## src/rtl/vga_timing_pkg.sv

```systemverilog
// Shared VGA timing constants, coordinate type and frame-size helpers.
// Also used by the world-map lookup and the colorizer.
package vga_timing_pkg;

  typedef logic [11:0] coord_t;

  localparam coord_t COORD_INVALID = 12'hFFF;
  localparam int unsigned COORD_MAX = 4095;

  // 640x480 at 60 Hz with a 25 MHz pixel clock
  localparam int unsigned DEF_H_ACTIVE = 640;
  localparam int unsigned DEF_H_FRONT  = 16;
  localparam int unsigned DEF_H_SYNC   = 96;
  localparam int unsigned DEF_H_BACK   = 48;
  localparam int unsigned DEF_V_ACTIVE = 480;
  localparam int unsigned DEF_V_FRONT  = 10;
  localparam int unsigned DEF_V_SYNC   = 2;
  localparam int unsigned DEF_V_BACK   = 33;

  function automatic int unsigned h_total(input int unsigned active, input int unsigned front,
                                          input int unsigned sync, input int unsigned back);
    return active + front + sync + back;
  endfunction

  function automatic int unsigned v_total(input int unsigned active, input int unsigned front,
                                          input int unsigned sync, input int unsigned back);
    return active + front + sync + back;
  endfunction

endpackage

```

## src/rtl/vga_timing_if.sv

```systemverilog
// Raster timing bundle: the timing generator drives it (master), the colorizer
// and world-map lookup consume it (slave).
interface vga_timing_if;
  import vga_timing_pkg::*;

  logic   horiz_sync;
  logic   vert_sync;
  logic   video_on;
  logic   frame_start;
  coord_t pixel_row;
  coord_t pixel_column;

  modport master (
    output horiz_sync,
    output vert_sync,
    output video_on,
    output frame_start,
    output pixel_row,
    output pixel_column
  );

  modport slave (
    input horiz_sync,
    input vert_sync,
    input video_on,
    input frame_start,
    input pixel_row,
    input pixel_column
  );

endinterface

```

## src/rtl/pixel_tick_gen.sv

```systemverilog
// Divide-by-4 pixel tick: 100 MHz system clock to a 25 MHz pixel enable.
// The first tick arrives on the 4th clock after reset deasserts.
module pixel_tick_gen (
  input  logic clock_i,
  input  logic reset_i,
  output logic tick_o
);

  logic [1:0] div_q, div_d;

  always_comb begin
    div_d = div_q + 2'd1;
  end

  always_ff @(posedge clock_i) begin
    if (reset_i) begin
      div_q <= 2'd0;
    end else begin
      div_q <= div_d;
    end
  end

  assign tick_o = (div_q == 2'd3);

endmodule

```

## src/rtl/vga_timing_gen.sv

```systemverilog
// VGA raster timing generator: h/v counters with registered sync, video_on and
// pixel coordinates. Define VGA_TIMING_PIXEL_DIV_EN to run from a 4x system clock.
module vga_timing_gen
  import vga_timing_pkg::*;
#(
  parameter int unsigned H_ACTIVE = DEF_H_ACTIVE,
  parameter int unsigned H_FRONT  = DEF_H_FRONT,
  parameter int unsigned H_SYNC   = DEF_H_SYNC,
  parameter int unsigned H_BACK   = DEF_H_BACK,
  parameter int unsigned V_ACTIVE = DEF_V_ACTIVE,
  parameter int unsigned V_FRONT  = DEF_V_FRONT,
  parameter int unsigned V_SYNC   = DEF_V_SYNC,
  parameter int unsigned V_BACK   = DEF_V_BACK,
  parameter bit          SYNC_POL = 1'b0
) (
  input  logic         clock,
  input  logic         reset,
  vga_timing_if.master vga
);

  localparam int unsigned H_TOTAL = h_total(H_ACTIVE, H_FRONT, H_SYNC, H_BACK);
  localparam int unsigned V_TOTAL = v_total(V_ACTIVE, V_FRONT, V_SYNC, V_BACK);

  if (H_TOTAL > COORD_MAX || V_TOTAL > COORD_MAX) begin : gen_bad_timing
    $error("vga_timing_gen: H_TOTAL/V_TOTAL exceed the 12-bit counter range");
  end

  localparam coord_t H_LAST       = coord_t'(H_TOTAL - 1);
  localparam coord_t V_LAST       = coord_t'(V_TOTAL - 1);
  localparam coord_t H_ACT        = coord_t'(H_ACTIVE);
  localparam coord_t V_ACT        = coord_t'(V_ACTIVE);
  localparam coord_t H_SYNC_START = coord_t'(H_ACTIVE + H_FRONT);
  localparam coord_t H_SYNC_END   = coord_t'(H_ACTIVE + H_FRONT + H_SYNC);
  localparam coord_t V_SYNC_START = coord_t'(V_ACTIVE + V_FRONT);
  localparam coord_t V_SYNC_END   = coord_t'(V_ACTIVE + V_FRONT + V_SYNC);

  logic tick;

`ifdef VGA_TIMING_PIXEL_DIV_EN
  pixel_tick_gen u_pixel_tick_gen (
    .clock_i (clock),
    .reset_i (reset),
    .tick_o  (tick)
  );
`else
  assign tick = 1'b1;
`endif

  coord_t h_cnt_q, h_cnt_d;
  coord_t v_cnt_q, v_cnt_d;
  logic   hsync_q, hsync_d;
  logic   vsync_q, vsync_d;
  logic   video_on_q, video_on_d;
  logic   frame_start_q, frame_start_d;
  coord_t row_q, row_d;
  coord_t col_q, col_d;
  logic   active;

  always_comb begin
    h_cnt_d = h_cnt_q;
    v_cnt_d = v_cnt_q;
    if (tick) begin
      if (h_cnt_q == H_LAST) begin
        h_cnt_d = '0;
        v_cnt_d = (v_cnt_q == V_LAST) ? '0 : v_cnt_q + 12'd1;
      end else begin
        h_cnt_d = h_cnt_q + 12'd1;
      end
    end
  end

  // Outputs are decoded from the pre-tick counters, giving one tick of latency.
  always_comb begin
    active        = (h_cnt_q < H_ACT) && (v_cnt_q < V_ACT);
    hsync_d       = hsync_q;
    vsync_d       = vsync_q;
    video_on_d    = video_on_q;
    frame_start_d = frame_start_q;
    row_d         = row_q;
    col_d         = col_q;
    if (tick) begin
      video_on_d    = active;
      col_d         = active ? h_cnt_q : COORD_INVALID;
      row_d         = active ? v_cnt_q : COORD_INVALID;
      hsync_d       = ((h_cnt_q >= H_SYNC_START) && (h_cnt_q < H_SYNC_END)) ? SYNC_POL : ~SYNC_POL;
      vsync_d       = ((v_cnt_q >= V_SYNC_START) && (v_cnt_q < V_SYNC_END)) ? SYNC_POL : ~SYNC_POL;
      frame_start_d = (h_cnt_q == '0) && (v_cnt_q == '0);
    end
  end

  always_ff @(posedge clock) begin
    if (reset) begin
      h_cnt_q       <= '0;
      v_cnt_q       <= '0;
      hsync_q       <= ~SYNC_POL;
      vsync_q       <= ~SYNC_POL;
      video_on_q    <= 1'b0;
      frame_start_q <= 1'b0;
      row_q         <= COORD_INVALID;
      col_q         <= COORD_INVALID;
    end else begin
      h_cnt_q       <= h_cnt_d;
      v_cnt_q       <= v_cnt_d;
      hsync_q       <= hsync_d;
      vsync_q       <= vsync_d;
      video_on_q    <= video_on_d;
      frame_start_q <= frame_start_d;
      row_q         <= row_d;
      col_q         <= col_d;
    end
  end

  assign vga.horiz_sync   = hsync_q;
  assign vga.vert_sync    = vsync_q;
  assign vga.video_on     = video_on_q;
  assign vga.frame_start  = frame_start_q;
  assign vga.pixel_row    = row_q;
  assign vga.pixel_column = col_q;

endmodule

```

## src/flat_wrapper.sv

```systemverilog
// flat-port wrapper written by rule: the top's interface ports become plain ports
module vga_timing_gen_flat import vga_timing_pkg::*;
#(
  parameter int unsigned H_ACTIVE = DEF_H_ACTIVE,
  parameter int unsigned H_FRONT  = DEF_H_FRONT,
  parameter int unsigned H_SYNC   = DEF_H_SYNC,
  parameter int unsigned H_BACK   = DEF_H_BACK,
  parameter int unsigned V_ACTIVE = DEF_V_ACTIVE,
  parameter int unsigned V_FRONT  = DEF_V_FRONT,
  parameter int unsigned V_SYNC   = DEF_V_SYNC,
  parameter int unsigned V_BACK   = DEF_V_BACK,
  parameter bit          SYNC_POL = 1'b0
)
  (clock, reset, vga_horiz_sync, vga_vert_sync, vga_video_on, vga_frame_start, vga_pixel_row, vga_pixel_column);
  vga_timing_if vga_i ();
  input  logic clock;
  input  logic reset;
  output wire logic [$bits(vga_i.horiz_sync)-1:0] vga_horiz_sync;
  output wire logic [$bits(vga_i.vert_sync)-1:0] vga_vert_sync;
  output wire logic [$bits(vga_i.video_on)-1:0] vga_video_on;
  output wire logic [$bits(vga_i.frame_start)-1:0] vga_frame_start;
  output wire logic [$bits(vga_i.pixel_row)-1:0] vga_pixel_row;
  output wire logic [$bits(vga_i.pixel_column)-1:0] vga_pixel_column;
  assign vga_horiz_sync = vga_i.horiz_sync;
  assign vga_vert_sync = vga_i.vert_sync;
  assign vga_video_on = vga_i.video_on;
  assign vga_frame_start = vga_i.frame_start;
  assign vga_pixel_row = vga_i.pixel_row;
  assign vga_pixel_column = vga_i.pixel_column;
  vga_timing_gen #(.H_ACTIVE(H_ACTIVE), .H_FRONT(H_FRONT), .H_SYNC(H_SYNC), .H_BACK(H_BACK), .V_ACTIVE(V_ACTIVE), .V_FRONT(V_FRONT), .V_SYNC(V_SYNC), .V_BACK(V_BACK), .SYNC_POL(SYNC_POL)) u_core (.clock(clock), .reset(reset), .vga(vga_i));
endmodule
```

## config.mk

```make
export PLATFORM = sky130hd
export DESIGN_NAME = vga_timing_gen_flat
export DESIGN_NICKNAME = d
export VERILOG_FILES = /design/src/rtl/vga_timing_pkg.sv /design/src/rtl/vga_timing_if.sv /design/src/rtl/pixel_tick_gen.sv /design/src/rtl/vga_timing_gen.sv /design/src/flat_wrapper.sv
export SDC_FILE = /design/constraint.sdc
export NUM_CORES = 1
export LEC_CHECK = 0
export CAP_MARGIN = 30
export CORE_UTILIZATION = 49
export DETAILED_ROUTE_END_ITERATION = 7
export PLACE_DENSITY = 0.73
export SLEW_MARGIN = 5
export SYNTH_ARGS = -nofsm -noshare
export SYNTH_HDL_FRONTEND = slang
export SYNTH_SLANG_ARGS = --single-unit
```

## constraint.sdc

```tcl
create_clock -name clock -period 4.8 [get_ports clock]
set_clock_uncertainty 0.15 [all_clocks]
set_input_delay 1.44 -clock clock [delete_from_list [all_inputs] [get_ports clock]]
set_output_delay 1.44 -clock clock [all_outputs]
set_load 0.1 [all_outputs]
```

==> results of run 1 <==
Yosys cell counts:
cell type,count
sky130_fd_sc_hd__a2111oi_0,1
sky130_fd_sc_hd__or3_1,16
sky130_fd_sc_hd__buf_6,1
sky130_fd_sc_hd__xnor2_1,11
sky130_fd_sc_hd__or3b_2,1
sky130_fd_sc_hd__and4b_1,1
sky130_fd_sc_hd__nor4b_1,1
sky130_fd_sc_hd__or2_2,3
sky130_fd_sc_hd__clkbuf_1,7
sky130_fd_sc_hd__mux2i_1,2
sky130_fd_sc_hd__o21ai_0,7
sky130_fd_sc_hd__a41o_1,1
sky130_fd_sc_hd__nor4_1,7
sky130_fd_sc_hd__nor2_1,26
sky130_fd_sc_hd__nand3_1,8
sky130_fd_sc_hd__and2_1,1
sky130_fd_sc_hd__inv_1,14
sky130_fd_sc_hd__o2111ai_1,1
sky130_fd_sc_hd__nor3_1,5
sky130_fd_sc_hd__ha_1,4
sky130_fd_sc_hd__or3_2,1
sky130_fd_sc_hd__nand3b_1,1
sky130_fd_sc_hd__dfxtp_1,52
sky130_fd_sc_hd__nand4b_1,1
sky130_fd_sc_hd__nand4_1,7
sky130_fd_sc_hd__or4_4,2
sky130_fd_sc_hd__a21oi_2,1
sky130_fd_sc_hd__and4_1,1
sky130_fd_sc_hd__a21oi_1,6
sky130_fd_sc_hd__xor2_1,2
sky130_fd_sc_hd__nand4bb_1,1
sky130_fd_sc_hd__or4_1,1
sky130_fd_sc_hd__buf_2,4
sky130_fd_sc_hd__nand2_1,17
cells by family (layout without fill, tap and decap cells):
kind of cell | Yosys count | in the layout | synth area share [%]
simple gates | 101 | 101 | 27.3
flops | 52 | 52 | 52.7
buf+inv | 26 | 51 | 5.57
compound gates | 17 | 17 | 5.13
xor+xnor | 13 | 13 | 5.76
fa+ha+maj | 4 | 4 | 2.53
mux | 2 | 2 | 1.01
registers in the layout (all words and copies together), names as in the netlist:
signal	count
u_core.vga.video_on	1
u_core.vga.frame_start	1
u_core.vga.vert_sync	1
u_core.vga.pixel_row	12
u_core.h_cnt_q	12
u_core.v_cnt_q	12
u_core.vga.pixel_column	12
u_core.vga.horiz_sync	1
power by group through the flow:
stage | sequential [mW] | combinational [mW] | clock (mW)
global route | 0.454 | 0.149 | 0.360
floorplan | 0.558 | 0.0187 | 0
detailed placement | 0.463 | 0.144 | 0
global placement | 0.462 | 0.143 | 0
CTS | 0.453 | 0.144 | 0.341
finish | 0.452 | 0.144 | 0.336
layout make-up:
class | instances | share of cell area (%)
well taps | 48 | 2.50
multi-input cells | 137 | 34.3
repair buffers | 30 | 12.4
clock buffers | 5 | 2.86
flip-flops and latches | 52 | 43.3
clock inverters | 2 | 2.50
inverters | 14 | 2.18
how the worst max path moves through the flow:
stage,from,slack (ps),to,depth (start not counted)
after floorplan,reset,1920,u_core.vga.pixel_column[4],6
after global placement,reset,970,u_core.vga.pixel_column[5],5
after detailed placement,reset,820,u_core.vga.pixel_row[0],5
after CTS,reset,1120,u_core.vga.pixel_row[0],5
after global routing,reset,790,u_core.vga.pixel_row[6],5
final,reset,1110,u_core.vga.pixel_row[0],5
layer usage:
layer	routed length, microns	vias up	GRT usage (%)	share of wire, %
met5	0	-	0	0
met4	70	0	9.78	1.8
met3	245	5	4.17	6.3
met2	1670	55	27.6	43
met1	1900	698	29.1	49
li1	-	781	-	-
==> out/summary.json, run 1 <==
{
  "cellLeakagePower_nw": 0.902,
  "io_buf_count": 29,
  "multi_input_gate_area_in_the_final_layout_sq_um": 826,
  "cts_buffer_depth": 2,
  "netlist_instances": 215,
  "dr_total_vias": 1539,
  "finalCriticalPeriod_ps": 3690,
  "timing.critical_path.slowest_cell_delay_ps": 710,
  "synth-seq-cells": 52,
  "number_of_nets_in_the_synthesized_netlist": 221,
  "layout_common_cells": "sky130_fd_sc_hd__dfxtp_1 (52), sky130_fd_sc_hd__clkdlybuf4s50_1 (29), sky130_fd_sc_hd__nor2_1 (26)",
  "detail_route.wirelength_microns": 3890,
  "grt_antenna_before_repair": 0,
  "hold_path_startpoint": "u_core.h_cnt_q[0]",
  "yosys.cell_types.count": 34,
  "diode_insertion_count_for_antenna_repair": 0,
  "pin_count": 30,
  "floorplan.core_area_sq_um": 3770,
  "final-hold-violation-count": 0,
  "grt_usage_pct": 19.9,
  "via_cell_ratio": 5.34,
  "timing.final.crit_share_pct": 76.9,
  "synth_area_leaders": "sky130_fd_sc_hd__dfxtp_1 (53%), sky130_fd_sc_hd__or3_1 (5.1%), sky130_fd_sc_hd__nor2_1 (4.9%)",
  "switching_share_pct": 27.0,
  "intPower_uw": 681,
  "gr-total-overflow": 0,
  "synthesis.yosys.warnings": 0,
  "critical_path.reg2reg.endpoint": "u_core.vga.pixel_row[0]",
  "drt-wirelength-per-cell_microns": 13.5,
  "power_density_nw_per_um2": 387,
  "cts_resized": 0,
  "p_sw_uw": 251,
  "place_area_sq_um": 2280,
  "report.power.total_uw": 932,
  "critPathRequiredTime_ps": 4800,
  "cts_root_buf": "sky130_fd_sc_hd__clkbuf_8",
  "yosys.area.top_type_share_pct": 52.7,
  "detail-route-antenna-nets": 0,
  "num_rows": 22,
  "fin_tns_setup_ps": 0,
  "final-seq-area_sq_um": 1040,
  "pwr-share-seq_pct": 48.5,
  "arrival_ps": 3700,
  "final_gp_congestion": 0.861,
  "cp_num_buf_inv": 1,
  "numCtsBuffers": 5,
  "post-route-cell-area_sq_um": 2410,
  "dr.pass1.iters": 4,
  "status": "finished, final reports clean",
  "worst-slew-pin-transition_ps": 982,
  "post_cts.repair.setup_buffers": 0,
  "rel_slew_slack_pct": 34.4,
  "n_fill_cell": 331,
  "count_of_h_tree_levels_built_during_cts": 2,
  "clkTransAtPathRegs_ps": 90,
  "dp_cells": 281,
  "synth_area_per_cell_sq_um": 9.19,
  "grt_pass1_wl_microns": 6380,
  "dp_hpwl_microns": 2740,
  "synth.yosys.seq_area_share_pct": 52.7,
  "drt-initial-drc-count": 93,
  "synthesized_area_sq_um": 1980,
  "cts_tree": "done",
  "grt_pass1_vias": 1302,
  "hold_path.class": "reg2reg",
  "max_capacitance_violation_count": 0,
  "drt_drc_violations_left": 0,
  "reg2reg_setup_slack_ps": 2290,
  "mostFrequentLayoutCell": "sky130_fd_sc_hd__dfxtp_1",
  "setup.worst_path.end_class": "flop",
  "clkSinkCount": 52,
  "grt_setup_unrepaired": "no",
  "critical-path-slowest-cell": "sky130_fd_sc_hd__nor2_1",
  "vdd_drop_max_uv": 165,
  "die_h_microns": 65.5,
  "critical_path.cell_chain": "clkdlybuf4s50_1, a2111oi_0, nand3_1, nor2_1, nand2_1",
  "reg2reg_launch_point": "u_core.h_cnt_q[9]",
  "hold-worst-slack_ps": 344,
  "power.combinational.fraction_pct": 15.4,
  "post_route_worst_setup_slack_ps": 1110,
  "timing.final.max_slew_violations": 0,
  "worstSetupStartpointType": "input port",
  "final_net_count": 246,
  "insertion_delay_ps": 300,
  "start_util_pct": 52.4,
  "critPathKind": "in2reg",
  "setup_violations": 0,
  "die_area_sq_um": 4290,
  "synth_top_area_cell": "sky130_fd_sc_hd__dfxtp_1",
  "die_w_microns": 65.5,
  "grt_max_degree": 16,
  "final_core_util_pct": 63.8,
  "share_of_post_route_cells_with_drive_strength_above_1_pct": 6.67,
  "hold-path-cell-count": 1,
  "flow.area_growth_from_synthesis_pct": 21.7,
  "power.clock.fraction_pct": 36.1,
  "worst_slack_at_placement_ps": 820,
  "holdBufCountCts": 0,
  "reg2reg_depth": 4,
  "hold_path_end": "u_core.h_cnt_q[0]",
  "achievable-frequency_mhz": 271,
  "worstPathMaxFanout": 14,
  "family_with_the_most_delay_on_the_worst_path": "simple AND/OR/NAND/NOR gates",
  "final-instance-count-excl-fill": 288
}
Note: power is estimated with default switching activity, not from simulation.
==> inputs of run 2 (changes only) <==
clock period = 3.7 ns   (was 4.8 ns; I/O delays follow)
==> run 2 against run 1 <==
Combinational power up 26%. Critical path type unchanged. Largest cell class unchanged. Largest power group unchanged. Total power rose by 25%. Sequential power rose by 30%. Count of clock-buffer cells in the layout up 1. Critical endpoint is now u_core.vga.pixel_column[4].
==> out/summary.json, run 2 (synthesized netlist as in run 1, its figures left out) <==
{
  "cts_resized": 0,
  "count_of_h_tree_levels_built_during_cts": 2,
  "final_gp_congestion": 0.833,
  "final-hold-violation-count": 0,
  "share_of_post_route_cells_with_drive_strength_above_1_pct": 19.0,
  "drt-initial-drc-count": 85,
  "setup_violations": 0,
  "floorplan.core_area_sq_um": 3770,
  "grt_antenna_before_repair": 0,
  "holdBufCountCts": 0,
  "post_cts.repair.setup_buffers": 0,
  "vdd_drop_max_uv": 188,
  "max_capacitance_violation_count": 0,
  "critical-path-slowest-cell": "sky130_fd_sc_hd__clkdlybuf4s50_1",
  "cts_buffer_depth": 2,
  "critPathKind": "in2reg",
  "diode_insertion_count_for_antenna_repair": 0,
  "worst_slack_at_placement_ps": 453,
  "via_cell_ratio": 5.32,
  "critPathRequiredTime_ps": 3730,
  "numCtsBuffers": 5,
  "worst-slew-pin-transition_ps": 688,
  "finalCriticalPeriod_ps": 2930,
  "timing.final.max_slew_violations": 0,
  "worstPathMaxFanout": 14,
  "insertion_delay_ps": 300,
  "final-instance-count-excl-fill": 290,
  "setup.worst_path.end_class": "flop",
  "die_w_microns": 65.5,
  "grt_pass1_vias": 1333,
  "final_net_count": 247,
  "gr-total-overflow": 0,
  "power_density_nw_per_um2": 501,
  "dp_cells": 282,
  "die_area_sq_um": 4290,
  "timing.critical_path.slowest_cell_delay_ps": 560,
  "dr_total_vias": 1543,
  "timing.final.crit_share_pct": 79.1,
  "cellLeakagePower_nw": 0.926,
  "status": "finished, final reports clean",
  "cts_root_buf": "sky130_fd_sc_hd__clkbuf_8",
  "dr.pass1.iters": 4,
  "achievable-frequency_mhz": 342,
  "flow.area_growth_from_synthesis_pct": 18.0,
  "start_util_pct": 52.4,
  "mostFrequentLayoutCell": "sky130_fd_sc_hd__dfxtp_1",
  "rel_slew_slack_pct": 53.5,
  "grt_setup_unrepaired": "no",
  "critical_path.cell_chain": "clkdlybuf4s50_1, a2111oi_0, nand3_1, nor2_1, buf_4, nand2_1",
  "dp_hpwl_microns": 2770,
  "fin_tns_setup_ps": 0,
  "detail-route-antenna-nets": 0,
  "detail_route.wirelength_microns": 3820,
  "drt_drc_violations_left": 0,
  "reg2reg_setup_slack_ps": 1290,
  "grt_max_degree": 17,
  "num_rows": 22,
  "hold_path.class": "reg2reg",
  "io_buf_count": 29,
  "arrival_ps": 2960,
  "cts_tree": "done",
  "post_route_worst_setup_slack_ps": 772,
  "grt_usage_pct": 19.9,
  "worstSetupStartpointType": "input port",
  "drt-wirelength-per-cell_microns": 13.2,
  "grt_pass1_wl_microns": 6370,
  "hold-worst-slack_ps": 342,
  "clkTransAtPathRegs_ps": 90,
  "layout_common_cells": "sky130_fd_sc_hd__dfxtp_1 (52), sky130_fd_sc_hd__buf_4 (29), sky130_fd_sc_hd__nor2_1 (26)",
  "clkSinkCount": 52,
  "die_h_microns": 65.5,
  "pin_count": 30
}
## run 2: worst paths after layout
kind / startpoint / endpoint / cells after the start
setup / recovery: reset / u_core.vga.pixel_column[4] / 6
hold / removal: u_core.h_cnt_q[0] / u_core.h_cnt_q[0] / 1
setup reg to reg: u_core.h_cnt_q[0] / u_core.v_cnt_q[1] / 5
hold reg to reg: u_core.h_cnt_q[0] / u_core.h_cnt_q[0] / 1
## run 2: stage by stage
stage / area [sq um] / utilization, % / power [mW]
global route: 2330 / 61.9 / 1.21
finish: 2330 / 61.9 / 1.17
floorplan: 1980 / - / 0.749
detailed placement: 2210 / 58.7 / 0.782
CTS: 2330 / 61.9 / 1.18
global placement: 2210 / 58.5 / 0.781
## run 2: critical path: cells and delay by family
family | cells | cell delay, ps
and+or+nand+nor | 3 | 620
AOI/OAI and AO/OA | 1 | 460
buffers and inverters | 2 | 770
## run 2: cell type report
type	instances	area [sq um]
multi-input combinational	137	826
timing repair buffer	31	233
fill	332	1440
clock buffer	6	82.6
clock inverter	2	38.8
inverter	14	52.6
sequential	52	1040
tap	48	60.1
## run 2: per-layer routing
layer	GRT usage (%)	up-vias	wire (microns)
li1	-	780	-
met1	28.4	713	1980
met2	27.8	43	1590
met3	3.99	7	186
met4	10.6	0	70
met5	0	-	0
## run 2: power breakdown
part | switching (mW) | internal (mW)
Clock | 0.180 | 0.221
Combinational | 0.148 | 0.0328
Sequential | 0.00808 | 0.579
